[config.mk]
export PLATFORM = sky130hd
export DESIGN_NAME = road_sensor_avg
export DESIGN_NICKNAME = d
export VERILOG_FILES = /design/src/rtl/road_sensor_pkg.sv /design/src/rtl/road_sensor_avg_channel.sv /design/src/rtl/road_sensor_avg.sv
export SDC_FILE = /design/constraint.sdc
export NUM_CORES = 2
export LEC_CHECK = 0
export BUFFER_PORTS_ARGS = -buffer_cell sky130_fd_sc_hd__buf_4
export CAP_MARGIN = 20
export CORE_MARGIN = 5
export CORE_UTILIZATION = 57
export CTS_CLUSTER_SIZE = 40
export DETAILED_ROUTE_END_ITERATION = 10
export PLACE_DENSITY = 0.8
export SYNTH_ARGS = -nofsm -noshare
export SYNTH_HDL_FRONTEND = slang
export SYNTH_SLANG_ARGS = --single-unit
export TNS_END_PERCENT = 10
[constraint.sdc]
create_clock -name clk -period 10.67 [get_ports clk]
set_input_delay 3.201 -clock clk [delete_from_list [all_inputs] [get_ports clk]]
set_output_delay 3.201 -clock clk [all_outputs]
set_load 0.01 [all_outputs]
[src/rtl/road_sensor_pkg.sv]
// Shared definitions for the multi-road vehicle-count averager:
// road indices, FSM state type and the default window preload value.
package road_sensor_pkg;

   localparam int NORTH = 0;
   localparam int EAST  = 1;
   localparam int SOUTH = 2;
   localparam int WEST  = 3;

   localparam int DEFAULT_INIT_VAL = 20;

   typedef enum logic {
      INIT = 1'b0,
      RUN  = 1'b1
   } state_t;

endpackage

[src/rtl/road_sensor_avg_channel.sv]
// One road's moving-average window: ring buffer, write pointer, running sum and
// average register. A peak-sample register is added when ROAD_SENSOR_PEAK_EN is defined.
module avg_channel
   import road_sensor_pkg::*;
#(
   parameter int DATA_W   = 8,
   parameter int WIN_LOG2 = 6,
   parameter int INIT_VAL = DEFAULT_INIT_VAL
) (
   input  logic                clk,
   input  logic                reset,
   input  logic                init_we,
   input  logic [WIN_LOG2-1:0] init_idx,
   input  logic                sample_we,
   input  logic [DATA_W-1:0]   sample_data,
   output logic [DATA_W-1:0]   avg
`ifdef ROAD_SENSOR_PEAK_EN
   ,
   output logic [DATA_W-1:0]   peak
`endif
);

   localparam int DEPTH = 2 ** WIN_LOG2;
   localparam int SUM_W = DATA_W + WIN_LOG2;
   localparam logic [DATA_W-1:0] INIT_DATA = DATA_W'(INIT_VAL);
   localparam logic [SUM_W-1:0]  INIT_SUM  = SUM_W'(INIT_VAL) << WIN_LOG2;

   logic [DATA_W-1:0]   buf_mem [DEPTH];
   logic [WIN_LOG2-1:0] ptr_q, ptr_d;
   logic [SUM_W-1:0]    sum_q, sum_d;
   logic [DATA_W-1:0]   avg_q, avg_d;
   logic                wr_en;
   logic [WIN_LOG2-1:0] wr_addr;
   logic [DATA_W-1:0]   wr_data;
   logic [DATA_W-1:0]   oldest;
   logic [SUM_W-1:0]    new_sum;

   // Modular arithmetic in sum width: the evicted sample is always part of the sum
   assign oldest  = buf_mem[ptr_q];
   assign new_sum = sum_q + SUM_W'(sample_data) - SUM_W'(oldest);

   always_comb begin
      ptr_d   = ptr_q;
      sum_d   = sum_q;
      avg_d   = avg_q;
      wr_en   = 1'b0;
      wr_addr = ptr_q;
      wr_data = sample_data;
      if (init_we) begin
         wr_en   = 1'b1;
         wr_addr = init_idx;
         wr_data = INIT_DATA;
      end else if (sample_we) begin
         wr_en = 1'b1;
         ptr_d = ptr_q + WIN_LOG2'(1);
         sum_d = new_sum;
         avg_d = new_sum[SUM_W-1:WIN_LOG2];
      end
   end

   always_ff @(posedge clk) begin
      if (!reset) begin
         ptr_q <= '0;
         sum_q <= INIT_SUM;
         avg_q <= INIT_DATA;
      end else begin
         ptr_q <= ptr_d;
         sum_q <= sum_d;
         avg_q <= avg_d;
      end
   end

   // No reset on the storage itself; the INIT sweep rewrites every slot
   always_ff @(posedge clk) begin
      if (reset && wr_en) begin
         buf_mem[wr_addr] <= wr_data;
      end
   end

   assign avg = avg_q;

`ifdef ROAD_SENSOR_PEAK_EN
   logic [DATA_W-1:0] peak_q, peak_d;

   always_comb begin
      peak_d = peak_q;
      if (sample_we && (sample_data > peak_q)) begin
         peak_d = sample_data;
      end
   end

   always_ff @(posedge clk) begin
      if (!reset) begin
         peak_q <= INIT_DATA;
      end else begin
         peak_q <= peak_d;
      end
   end

   assign peak = peak_q;
`endif

endmodule

[src/rtl/road_sensor_avg.sv]
// Multi-road moving-average block: INIT/RUN FSM, window preload counter, handshake,
// road decode and update pulse. Optional per-road peak output under ROAD_SENSOR_PEAK_EN.
module road_sensor_avg
   import road_sensor_pkg::*;
#(
   parameter int NUM_ROADS = 4,
   parameter int DATA_W    = 8,
   parameter int WIN_LOG2  = 6,
   parameter int INIT_VAL  = DEFAULT_INIT_VAL,
   parameter int ROAD_W    = (NUM_ROADS > 1) ? $clog2(NUM_ROADS) : 1
) (
   input  logic                        clk,
   input  logic                        reset,
   input  logic                        in_valid,
   output logic                        in_ready,
   input  logic [ROAD_W-1:0]           in_road,
   input  logic [DATA_W-1:0]           in_data,
   output logic [NUM_ROADS*DATA_W-1:0] avg_flat,
   output logic                        avg_valid,
   output logic [ROAD_W-1:0]           avg_road,
`ifdef ROAD_SENSOR_PEAK_EN
   output logic [NUM_ROADS*DATA_W-1:0] peak_flat,
`endif
   output logic                        init_done
);

   state_t              state_q, state_d;
   logic [WIN_LOG2-1:0] init_idx_q, init_idx_d;
   logic                in_ready_q, in_ready_d;
   logic                init_done_q, init_done_d;
   logic                avg_valid_q, avg_valid_d;
   logic [ROAD_W-1:0]   avg_road_q, avg_road_d;
   logic                accept;
   logic                road_ok;
   logic                init_we;

   assign accept  = in_valid & in_ready_q;
   assign road_ok = (32'(in_road) < NUM_ROADS);
   assign init_we = (state_q == INIT);

   // in_ready/init_done rise on the same edge that leaves INIT, so they are never early
   always_comb begin
      state_d     = state_q;
      init_idx_d  = init_idx_q;
      in_ready_d  = in_ready_q;
      init_done_d = init_done_q;
      avg_valid_d = 1'b0;
      avg_road_d  = avg_road_q;
      case (state_q)
         INIT: begin
            init_idx_d = init_idx_q + WIN_LOG2'(1);
            if (init_idx_q == '1) begin
               state_d     = RUN;
               in_ready_d  = 1'b1;
               init_done_d = 1'b1;
            end
         end
         RUN: begin
            in_ready_d  = 1'b1;
            init_done_d = 1'b1;
            if (accept && road_ok) begin
               avg_valid_d = 1'b1;
               avg_road_d  = in_road;
            end
         end
         default: begin
            state_d = INIT;
         end
      endcase
   end

   always_ff @(posedge clk) begin
      if (!reset) begin
         state_q     <= INIT;
         init_idx_q  <= '0;
         in_ready_q  <= 1'b0;
         init_done_q <= 1'b0;
         avg_valid_q <= 1'b0;
         avg_road_q  <= '0;
      end else begin
         state_q     <= state_d;
         init_idx_q  <= init_idx_d;
         in_ready_q  <= in_ready_d;
         init_done_q <= init_done_d;
         avg_valid_q <= avg_valid_d;
         avg_road_q  <= avg_road_d;
      end
   end

   assign in_ready  = in_ready_q;
   assign init_done = init_done_q;
   assign avg_valid = avg_valid_q;
   assign avg_road  = avg_road_q;

   for (genvar r = 0; r < NUM_ROADS; r++) begin : g_road
      logic sample_we;

      assign sample_we = accept && road_ok && (in_road == ROAD_W'(r));

      avg_channel #(
         .DATA_W   (DATA_W),
         .WIN_LOG2 (WIN_LOG2),
         .INIT_VAL (INIT_VAL)
      ) u_chan (
         .clk         (clk),
         .reset       (reset),
         .init_we     (init_we),
         .init_idx    (init_idx_q),
         .sample_we   (sample_we),
         .sample_data (in_data),
         .avg         (avg_flat[r*DATA_W +: DATA_W])
`ifdef ROAD_SENSOR_PEAK_EN
         ,
         .peak        (peak_flat[r*DATA_W +: DATA_W])
`endif
      );
   end

endmodule

## Word-level counts from Yosys, hierarchy flattened

Memories as Yosys holds them, arrays and structs flattened. A register that Yosys moved wholly into a read port is not among the register bits.
Cells that the tools add are included.

- RAM bits: 2,048
- Input bits: 13
- Register bits after elaboration: 123
- Memories kept: 4

Memories:

| name | depth | bits a word | read ports | clocked after Yosys merged registers in | write ports | RTL line | source |
|---|---|---|---|---|---|---|---|
| g_road[0].u_chan.buf_mem | 64 | 8 | 1 | 1 | 1 | road_sensor_avg_channel.sv:28 | `logic [DATA_W-1:0] buf_mem [DEPTH];` |
| g_road[1].u_chan.buf_mem | 64 | 8 | 1 | 1 | 1 | road_sensor_avg_channel.sv:28 |  |
| g_road[2].u_chan.buf_mem | 64 | 8 | 1 | 1 | 1 | road_sensor_avg_channel.sv:28 |  |
| g_road[3].u_chan.buf_mem | 64 | 8 | 1 | 1 | 1 | road_sensor_avg_channel.sv:28 |  |

- Reduce and logical (&&, ||, !) cells: 15
- Mux-type cells: 34
- Eq/ne operators: 5
- Bitwise gates (word level): 2
- Add/subtract/negate cells: 13

Operators by type and width:

| kind | count |
|---|---|
| 6-bit 2-to-1 mux | 12 |
| 14-bit by 8-bit adder with 14-bit output | 4 |
| 14-bit by 8-bit subtractor with 14-bit output | 4 |
| 6-bit by 1-bit adder with 6-bit output (second input constant) | 5 |
| 1-bit 2-to-1 mux | 20 |
| 2-bit AND reduction | 6 |
| 1-bit logical AND | 8 |
| 8-bit 2-to-1 mux | 1 |
| 6-bit equality test (second input constant) | 1 |
| 2-bit equality test (second input constant) | 2 |
| 2-bit by 1-bit equality test with 1-bit output (second input constant) | 1 |
| 2-bit zero test | 1 |
| 2-bit != test (second input constant) | 1 |
| 1-bit one-hot mux with 2 select lines | 1 |
| 1-bit AND | 1 |
| 1-bit NOT | 1 |

## Longest topological paths before layout

- Word-level depth: 7
- Depth in mapped cells: 20
- Depth with buffers taken out: 18

## Hierarchy

From an unflattened synthesis, not the netlist that was laid out.

- Cells, all modules: 4,432
- Area, all modules: 87,576.5 µm²

Modules (own cells, without submodules):

| module | area an instance (µm²) | cells each | times used |
|---|---|---|---|
| avg_channel at g_road[2].u_chan | 21,839.7 | 1,093 | 1 |
| avg_channel at g_road[0].u_chan | 21,785.9 | 1,102 | 1 |
| avg_channel at g_road[1].u_chan | 21,783.4 | 1,102 | 1 |
| avg_channel at g_road[3].u_chan | 21,690.8 | 1,085 | 1 |
| road_sensor_avg | 476.7 | 50 | 1 |

## Worst setup path after synthesis

Ideal clock, no wire load.

- Path type: input -> register
- From: in in_data[1]
- To: mem g_road[0].u_chan.buf_mem[0][1], data pin
- Slack: 0.026 ns
- Arrival time: 9.251 ns
- Required time: 9.277 ns
- Buffers on the path: 0
- Cell stages on the path: 2
- Cell sequence: inv_1 > nor2_1

- Cells in the longest elaborated chain, start to end: 1

RTL lines:

| element | RTL line | source |
|---|---|---|
| start: declaration | road_sensor_avg.sv:17 | `input logic [DATA_W-1:0] in_data,` |
| 8-bit 2-to-1 mux | road_sensor_avg_channel.sv:49 | `if (init_we) begin` |
| net g_road[0].u_chan.wr_data[1] | road_sensor_avg_channel.sv:34 | `logic [DATA_W-1:0] wr_data;` |
| end: declaration | road_sensor_avg_channel.sv:28 |  |

The timed path passes the listed nets, and every way through them passes these cells.

==> summary.md <==
| Metric | Value |
|---|---|
| Ant diodes | `0` |
| Placer Congestion | `0.849` |
| Startpoint type of the worst setup path | `flop` |
| Measured slew at the worst slew-check pin | `1140 ps` |
| Minimum clock period | `6210 ps` |
| Area Overhead vs Synth | `10.1%` |
| Max Fanout on Critical Path | `36` |
| Worst slack after detailed placement | `4160 ps` |
| Outcome | `finished, final reports clean` |
| Hold buffers post-CTS | `0` |
| Flip-flop cell with the highest count after synthesis | `sky130_fd_sc_hd__edfxtp_1` |
| Core Util, Final | `0.632` |
| Proportion of netlist area held by the largest area contributor | `0.704` |
| Site Rows | `143` |
| FILL cells | `9818` |
| Count of mapped cells out of synthesis | `4481` |
| Post-layout instance area | `96100 um2` |
| Number of global-route vias before repair | `44600` |
| Post-detailed-route wirelength per cell | `29.5 um` |
| Post-CTS sizing | `0` |
| Clock edge transition at the registers on the reported setup and hold paths | `60 ps` |
| Placeable core area | `152000 um2` |
| Total congestion overflow after global routing | `0` |
| Max clock buf depth | `3` |
| Cell chosen for the clock root | `sky130_fd_sc_hd__clkbuf_16` |
| Dpl hpwl | `115 mm` |
| Buffers on Ports | `49` |
| GRT Overall Usage | `0.247` |
| Layout cell share with drive strength beyond 1 | `0.215` |
| Die area | `161000 um2` |
| Maximum ir drop on the vdd rail | `0.181 mV` |
| Count of routing violations after the opening detailed-route iteration | `6304` |
| Routed length on met3 | `21.0 mm` |
| Post-synth EDFFs | `2048` |
| Hold Worst Slack | `463 ps` |
| Post-Route Skew | `34.0 ps` |
| Detailed-route vias per instance | `6.54` |
| Dominant cells by area after synthesis | `sky130_fd_sc_hd__edfxtp_1, sky130_fd_sc_hd__mux4_2, sky130_fd_sc_hd__dfxtp_1, sky130_fd_sc_hd__nor2_1, sky130_fd_sc_hd__nand2_1` |
| LEAKAGE | `30.9 nW` |
| Power Dens Cells | `172 nW/um2` |
| Final Net Count | `4660` |
| Element type at the critical path end | `flop` |
| Sequential fraction of the synthesis area | `0.731` |
| Area of the mapped netlist | `87300 um2` |
| Total negative slack | `0 ps` |
| Clock latency reported for the late side of the worst-skew pair | `840 ps` |
| Post-placement cell area | `89600 um2` |
| Number of remaining DRC errors | `0` |
| Die height | `401 um` |
| Final max-slew violation count | `0` |
| Initial Utilization | `0.574` |
| Count of final setup violators | `0` |
| Most frequent cells in the layout | `sky130_fd_sc_hd__edfxtp_1, sky130_fd_sc_hd__mux4_2, sky130_fd_sc_hd__nor2_1` |
| X dimension of the die | `401 um` |
| Vias post-DR | `44200` |
| RSZ-0062 raised after global routing | `false` |
| Top Ports | `50` |
| Net count of the mapped netlist | `4587` |
| Number of buffers created by CTS | `204` |
| CP Cell Sequence | `buf_4 > mux4_2 > mux4_2 > a211oi_1 > a21oi_1 > fa_1 > inv_1 > ha_1 > a211oi_1 > o21ai_0 > a21oi_1 > o21ai_0 > a31oi_1 > mux2i_1 > mux2i_1` |
| Worst slew margin relative to its limit | `0.238` |
| Clock Sink Count | `2163` |
| Highest metal used | `met4` |
| Global-route wire length before repair | `297 mm` |
| Arrival time worst endpoint | `6960 ps` |
| First-pass DRT Iterations | `8` |
| Number of synthesis warnings | `0` |
| Count of nets left with antenna violations after detail routing | `0` |
| Slowest stage cell, crit path | `sky130_fd_sc_hd__dfxtp_4` |
| Sum of routed wire length over all layers | `199 mm` |
| Post-synthesis cell type count | `58` |
| Detailed route wirelength on metal2 | `97.1 mm` |
| Wire length on met1 | `74.5 mm` |
| Highest clock rate | `161 MHz` |
| Clock tree from TritonCTS | `built` |
| Initial antenna violation count | `0` |
| Commonest non-fill, non-tap cell in the layout | `sky130_fd_sc_hd__edfxtp_1` |
| Setup WS post-layout | `4460 ps` |
| Post-CTS setup repair buffer count | `0` |
| CTS H-Tree Depth | `4` |
| Mean Syn Cell Area | `19.5 um2` |
| Reported max-cap violation count | `0` |
| Number of hold violations in the final report | `0` |
| Final period utilization | `0.582` |
| Maximum number of pins on one net before global-route repair | `169` |
| Proportion of synthesized flip-flops having asynchronous set or reset | `0` |
| Worst hold-check path type | `flop to flop` |
| Yosys reg bits | `2163` |
| Yosys top cell by area | `sky130_fd_sc_hd__edfxtp_1` |
| Crit Path Class | `flop to flop` |
| Biggest cell delay along the critical path | `800 ps` |
| Required @ worst endpoint | `11430 ps` |
[path summary, 6_finish.rpt]
| kind | start | end | slack [ps] | cells after the start |
|---|---|---|---|---|
| setup / recovery | flop | g_road[2].u_chan.avg[7]$_SDFFE_PN0P_ | 4460 | 15 |
| hold / removal | g_road[1].u_chan.sum_q[0]$_SDFFE_PN0P_ | g_road[1].u_chan.sum_q[0]$_SDFFE_PN0P_ | 460 | 2 |
| setup reg to reg | flop | g_road[2].u_chan.avg[7]$_SDFFE_PN0P_ | 4460 | 15 |
| hold reg to reg | g_road[1].u_chan.sum_q[0]$_SDFFE_PN0P_ | g_road[1].u_chan.sum_q[0]$_SDFFE_PN0P_ | 460 | 2 |
[sequential cells by signal (all words and copies together) (netlist names), named ones only]
| register | count |
|---|---|
| avg_valid | 1 |
| avg_road | 2 |
| g_road.u_chan.avg | 32 |
| init_done | 1 |
| g_road.u_chan.sum_q | 24 |
| g_road.u_chan.ptr_q | 24 |
| init_idx_q | 6 |
| g_road.u_chan.buf_mem | 2048 |
| state_q | 1 |
[stage by stage]
step	std cells	power, mW
finish	6757	16.5
CTS	6753	16.5
global route	6757	16.9
floorplan	4481	9.51
detailed placement	6374	9.59
global placement	6373	9.59
[cell type report]
cell class,instances,area [um2],share of cell area
Sequential cell,2163,63800,0.664
Clock inverter,127,1110,0.0115
Inverter,137,514,0.00535
Multi-Input combinational cell,1941,21800,0.227
Tap cell,2030,2540,0.0264
Clock buffer,252,5320,0.0553
Timing Repair Buffer,107,953,0.00992
[cells by family after synthesis]
logic type / Yosys count / share of synthesized area
adder cells (fa/ha/maj): 93 / 0.0161
flip-flops: 2163 / 0.731
AND/OR/NAND/NOR: 752 / 0.0388
AO/OA/AOI/OAI: 370 / 0.0273
multiplexers: 670 / 0.161
buffers and inverters: 377 / 0.0201
XOR/XNOR: 56 / 0.00562
[worst max-delay path, delay by kind of cell, from the launching register on]
| kind | cells | cell delay (ps) |
|---|---|---|
| muxes | 4 | 1550 |
| AOI/OAI and AO/OA | 7 | 2080 |
| adders and majority gates | 2 | 860 |
| buffers and inverters | 2 | 760 |
| DFF | 1 | 800 |
[report_power, final]
| group | switching [mW] | total [mW] | internal (mW) |
|---|---|---|---|
| clock | 3.15 | 7.06 | 3.91 |
| sequential | 0.00849 | 9.17 | 9.17 |
| combinational | 0.164 | 0.245 | 0.0811 |
[layer usage]
layer / up-vias / global-route usage
met3: 472 / 0.0555
met2: 2728 / 0.394
met1: 22800 / 0.348
met5: - / 0
li1: 18200 / -
met4: 0 / 0.0762
[Yosys cell counts (16+ instances only)]
master / instances
sky130_fd_sc_hd__nand2_1: 207
sky130_fd_sc_hd__and2_1: 45
sky130_fd_sc_hd__edfxtp_1: 2048
sky130_fd_sc_hd__nor2b_1: 73
sky130_fd_sc_hd__buf_1: 17
sky130_fd_sc_hd__fa_1: 32
sky130_fd_sc_hd__nor2_1: 315
sky130_fd_sc_hd__a21o_1: 19
sky130_fd_sc_hd__buf_2: 53
sky130_fd_sc_hd__inv_1: 137
sky130_fd_sc_hd__mux2i_1: 76
sky130_fd_sc_hd__o21ai_0: 63
sky130_fd_sc_hd__ha_1: 61
sky130_fd_sc_hd__nand4_1: 16
sky130_fd_sc_hd__a21boi_0: 22
sky130_fd_sc_hd__o22ai_1: 21
sky130_fd_sc_hd__buf_4: 56
sky130_fd_sc_hd__a21oi_1: 102
sky130_fd_sc_hd__nand3_1: 28
sky130_fd_sc_hd__nor3_1: 18
sky130_fd_sc_hd__dfxtp_1: 115
sky130_fd_sc_hd__a211oi_1: 73
sky130_fd_sc_hd__clkbuf_1: 106
sky130_fd_sc_hd__mux4_2: 590
sky130_fd_sc_hd__xnor2_1: 43
Note: power is estimated with default switching activity, not from simulation.
